===== config.mk =====
export PLATFORM = sky130hd
export DESIGN_NAME = dual_issue_hazard_ctrl
export DESIGN_NICKNAME = d
export VERILOG_FILES = /design/src/rtl/dual_issue_hazard_ctrl.sv
export SDC_FILE = /design/constraint.sdc
export NUM_CORES = 1
export LEC_CHECK = 0
export ABC_CLOCK_PERIOD_IN_PS = 5200
export CAP_MARGIN = 30
export CORE_AREA = 10 10 47 49
export CTS_CLUSTER_SIZE = 12
export DETAILED_ROUTE_END_ITERATION = 7
export DIE_AREA = 0 0 57 59
export PLACE_DENSITY = 0.81
export SYNTH_ARGS = -nofsm -noshare
export SYNTH_HDL_FRONTEND = slang
export SYNTH_SLANG_ARGS = --single-unit

===== constraint.sdc =====
create_clock -name clk -period 5.2 [get_ports clk]
set_input_delay 1.04 -clock clk [delete_from_list [all_inputs] [get_ports clk]]
set_output_delay 1.04 -clock clk [all_outputs]
set_load 0.1 [all_outputs]

===== src/rtl/dual_issue_hazard_ctrl.sv =====
// dual_issue_hazard_ctrl
// Central hazard/flush sequencer for the dual-issue front end. Resolves
// execute-stage mispredicts, decode-stage jumps/JRs, the slot-2 jump behind
// an unresolved slot-1 branch, and slot-1 load-use hazards into one
// consistent set of ID1->ID2 register strobes plus PC control.
// Optional build macro: HAZ_PERF_CNT_EN adds saturating stall/flush counters.
module dual_issue_hazard_ctrl #(
    parameter int REG_W    = 5,
    parameter int PEND_MAX = 8,
    parameter int CNT_W    = 16
) (
    input  logic             clk,
    input  logic             reset,
    input  logic             jump1_D,
    input  logic             jump2_D,
    input  logic             jr1_D,
    input  logic             jr2_D,
    input  logic             branch1_D,
    input  logic             br_resolve_E,
    input  logic             br_mispredict_E,
    input  logic             br_slot_E,
    input  logic             ld_valid_E,
    input  logic [REG_W-1:0] ld_rd_E,
    input  logic [REG_W-1:0] rs1_D,
    input  logic [REG_W-1:0] rt1_D,
    output logic             flush1_B,
    output logic             flush2_B,
    output logic             flush1_JR,
    output logic             flush2_JR,
    output logic             flush_JB,
    output logic             stall_outer,
    output logic             pc_hold,
    output logic             jump_redirect
`ifdef HAZ_PERF_CNT_EN
    ,
    output logic [CNT_W-1:0] perf_stall_cnt,
    output logic [CNT_W-1:0] perf_flush_cnt
`endif
);

    typedef enum logic [1:0] {
        IDLE    = 2'd0,
        LDSTALL = 2'd1,
        BR_PEND = 2'd2
    } state_t;

    // Last pend-counter value before the wait is forcibly released.
    localparam logic [2:0] PEND_LAST = 3'(PEND_MAX - 1);

    state_t     state_reg;
    state_t     state_next;
    logic [2:0] pend_cnt_reg;
    logic [2:0] pend_cnt_next;

    logic mispredict;
    logic ld_hazard;

    // Ungated strobes; the reset gate below forces them low asynchronously.
    logic flush1_b_comb;
    logic flush2_b_comb;
    logic flush1_jr_comb;
    logic flush2_jr_comb;
    logic flush_jb_comb;
    logic stall_outer_comb;
    logic pc_hold_comb;
    logic jump_redirect_comb;

    assign mispredict = br_resolve_E & br_mispredict_E;
    // Register 0 is hardwired, so a load targeting it never creates a hazard.
    assign ld_hazard  = ld_valid_E && (ld_rd_E != '0) &&
                        ((ld_rd_E == rs1_D) || (ld_rd_E == rt1_D));

    // Prioritised strobe decode and next-state selection.
    always_comb begin
        flush1_b_comb      = 1'b0;
        flush2_b_comb      = 1'b0;
        flush1_jr_comb     = 1'b0;
        flush2_jr_comb     = 1'b0;
        flush_jb_comb      = 1'b0;
        stall_outer_comb   = 1'b0;
        pc_hold_comb       = 1'b0;
        jump_redirect_comb = 1'b0;
        state_next         = IDLE;
        pend_cnt_next      = 3'd0;

        if (mispredict) begin
            // A wrong-path flush overrides everything, from any state.
            flush1_b_comb = ~br_slot_E;
            flush2_b_comb = br_slot_E;
        end else begin
            case (state_reg)
                BR_PEND: begin
                    // Hold fetch until the slot-1 branch resolves or the wait expires;
                    // decode-side events are ignored because ID1 is frozen.
                    pc_hold_comb = 1'b1;
                    if (br_resolve_E || (pend_cnt_reg == PEND_LAST)) begin
                        jump_redirect_comb = 1'b1;
                        state_next         = IDLE;
                    end else begin
                        state_next    = BR_PEND;
                        pend_cnt_next = pend_cnt_reg + 3'd1;
                    end
                end
                default: begin
                    // IDLE and LDSTALL share jump servicing; only IDLE may stall,
                    // so one instruction is never stalled twice.
                    if (jr1_D) begin
                        flush1_jr_comb     = 1'b1;
                        jump_redirect_comb = 1'b1;
                    end else if (jr2_D) begin
                        flush2_jr_comb     = 1'b1;
                        jump_redirect_comb = 1'b1;
                    end else if (jump2_D && branch1_D) begin
                        flush_jb_comb = 1'b1;
                        pc_hold_comb  = 1'b1;
                        state_next    = BR_PEND;
                    end else if (jump1_D || jump2_D) begin
                        jump_redirect_comb = 1'b1;
                    end else if ((state_reg == IDLE) && ld_hazard) begin
                        stall_outer_comb = 1'b1;
                        pc_hold_comb     = 1'b1;
                        state_next       = LDSTALL;
                    end
                end
            endcase
        end
    end

    // Outputs drop to zero the moment reset is asserted, even mid-wait.
    assign flush1_B      = reset & flush1_b_comb;
    assign flush2_B      = reset & flush2_b_comb;
    assign flush1_JR     = reset & flush1_jr_comb;
    assign flush2_JR     = reset & flush2_jr_comb;
    assign flush_JB      = reset & flush_jb_comb;
    assign stall_outer   = reset & stall_outer_comb;
    assign pc_hold       = reset & pc_hold_comb;
    assign jump_redirect = reset & jump_redirect_comb;

    // State and pend-counter registers.
    always_ff @(posedge clk or negedge reset) begin
        if (!reset) begin
            state_reg    <= IDLE;
            pend_cnt_reg <= 3'd0;
        end else begin
            state_reg    <= state_next;
            pend_cnt_reg <= pend_cnt_next;
        end
    end

`ifdef HAZ_PERF_CNT_EN
    logic any_flush;
    assign any_flush = flush1_B | flush2_B | flush1_JR | flush2_JR | flush_JB;

    // Saturating performance counters, cleared only by reset.
    always_ff @(posedge clk or negedge reset) begin
        if (!reset) begin
            perf_stall_cnt <= '0;
            perf_flush_cnt <= '0;
        end else begin
            if ((stall_outer || pc_hold) && (perf_stall_cnt != '1))
                perf_stall_cnt <= perf_stall_cnt + 1'b1;
            if (any_flush && (perf_flush_cnt != '1))
                perf_flush_cnt <= perf_flush_cnt + 1'b1;
        end
    end
`endif

endmodule

==> metrics.txt <==
outcome finished clean; Slowest cell on crit path or4_4; Post-Layout Cell Count 105; CTS root buf clkbuf_4; # nets final 118; Final WS setup 1240 ps; Area contributors post-synth dfrtp_1 (28%), xor2_1 (19%), nor2_1 (5.8%), ha_1 (5.5%), nor3_1 (5.5%); crit path cell chain clkdlybuf4s50_1 > or4_4 > nor4b_4 > o21ai_2 > o31ai_2 > buf_4; Initial Util 32.3%; setup TNS 0 ps; count of final max-slew check failures 0; WL per Instance 12.5 um; layout cell share with drive strength beyond 1 16.9%; switch share 33.9%; post-synthesis sequential area ratio 27.6%; CTS hold repair buffers 0; Tmin final 3960 ps; GP Congestion 0.639; DP Wirelength 1.21 mm; clock power share 31.8%; number of synthesized register bits 5; Synth Net Count 80; die span in y 59 um; Final period util 76.2%; FMAX 252 MHz; unrepaired setup endpoints after global routing no; Arrival @ worst endpoint 2920 ps; Final ANT Viol Nets 0; Psw 48.8 uW; Via Count 493; max cap viols 0; Die ar. 3360 um^2; CTS tree built; CP endpoint kind output pin; initial antenna violation count 0; delay-heaviest family, CP simple AND/OR/NAND/NOR gates; grt ovf 0; transition time of the tightest slew-check pin 407 ps; DR iter-0 viols 7; register clock-pin slew on the reported worst setup and hold paths 40 ps; Worst VDD drop 0.0942 mV; Pint 95.2 uW; Hold Worst Slack 461 ps; io pins 34; most area-hungry cell type in the Yosys netlist dfrtp_1; DP Worst Slack 1220 ps; first-pass GRT wire length 2.08 mm; Placed Cells 101; final setup fails 0; Post-CTS Resized 0; total number of H-tree levels 1; share of power burned in registers 28.0%; Worst Path Max Fanout 3; vias in the first global route 492; Total Wirelength 1.32 mm; gr usage total 7.94%; required time of the critical path 4160 ps; synth unique cells 21; largest net degree at the start of global routing 9; top cell type's share of synthesized area 27.6%; clk_skew 1.89 ps; Placed Area 783 um^2; power share of the combinational group 40.2%; kind of critical path input port to output pin; Hold Vio Cnt, Final 0; Largest register FFs 3; Post-Syn Area 453 um^2; DRC 0; ANT cells 0; Largest stage delay, worst path 540 ps; cts bufs inserted 3; CTS Buffer Depth 2; startpoint types input port; postcts setup bufs 0; first-pass iteration count of the detailed router 3; vias per cell 4.70; Pwr Total 144 uW; Syn Area/Cell 8.71 um^2; worst hold path type flip-flop to flip-flop; fin util 57.8%; Leak 0.371 nW; row count 14; core area 1400 um^2; Die Span X 57 um; worst skew pair latency 250 ps; Cells after Synth 52; PwrDens 178 nW/um^2; post-route cell area 810 um^2; crit path buf inv count 2; PortBufs 33; area growth from synthesis to layout 78.7%; warning count from the yosys run 0; clk sink count 5; relative slew slack 72.7%
cell usage in the layout, fill, tap and decap left out, drive strengths merged, types with 2 or more instances in the layout:
cell / instances
buf: 8
nand2: 4
clkdlybuf4s50: 25
clkbuf: 4
or4: 2
nand3: 3
and2: 2
inv: 2
xor2: 10
nor3: 5
dfrtp: 5
ha: 2
nor2: 7
routing by layer:
| layer | part of all wire, % | global-route usage [%] |
|---|---|---|
| met1 | 36 | 6.48 |
| met2 | 53 | 14.0 |
| met3 | 9.2 | 3.86 |
| met4 | 2.0 | 7.05 |
| met5 | 0 | 0 |
kinds of logic after synthesis:
family,after synthesis,synth area share (%)
xor gates and xnor gates,10,19.3
adders and majority gates,2,5.52
DFF,5,27.6
and+or+nand+nor,27,34.5
buffers and inverters,2,1.66
AOI/OAI and AO/OA,6,11.3
final cells by class:
class                      instances  area, um^2
clock buffer                       4        26.3
tap                               16        20.0
multi-input combinational         45         320
timing repair buffer              33         310
fill                             147         592
sequential                         5         125
inverter                           2        7.51
synth_stat cells:
| cell type | n |
|---|---|
| nand2b_1 | 1 |
| nor3b_1 | 1 |
| dfrtp_1 | 5 |
| or4_1 | 1 |
| and2_1 | 2 |
| or4_4 | 1 |
| a211oi_1 | 1 |
| o21bai_1 | 1 |
| nor4b_4 | 1 |
| nand3_1 | 3 |
| nand2_1 | 4 |
| nor4_1 | 1 |
| a21o_1 | 1 |
| xor2_1 | 10 |
| nor2_1 | 7 |
| nor3_1 | 5 |
| a22oi_1 | 1 |
| o31ai_2 | 1 |
| inv_1 | 2 |
| o21ai_2 | 1 |
| ha_1 | 2 |
worst paths after layout:
path	slack, ps	start	cells past startpoint	endpoint
min reg2reg	460	pend_cnt_reg[0]$_DFF_PN0_	1	pend_cnt_reg[0]$_DFF_PN0_
max reg2reg	3810	pend_cnt_reg[0]$_DFF_PN0_	4	pend_cnt_reg[2]$_DFF_PN0_
min	460	pend_cnt_reg[0]$_DFF_PN0_	1	pend_cnt_reg[0]$_DFF_PN0_
min in group asynchronous	1050	reset	1	state_reg[1]$_DFF_PN0_
max in group asynchronous	3910	reset	1	pend_cnt_reg[1]$_DFF_PN0_
max	1240	jump2_D	6	pc_hold
power groups by stage:
| stage | Sequential [mW] | Clock (mW) | Combinational [mW] |
|---|---|---|---|
| after floorplan | 0.0408 | 0 | 0.0301 |
| after CTS | 0.0403 | 0.0484 | 0.0588 |
| final | 0.0403 | 0.0458 | 0.0579 |
| after detailed placement | 0.0409 | 0 | 0.0587 |
| after global routing | 0.0403 | 0.0507 | 0.0621 |
| after global placement | 0.0408 | 0 | 0.0582 |
Note: power is estimated with default switching activity, not from simulation.
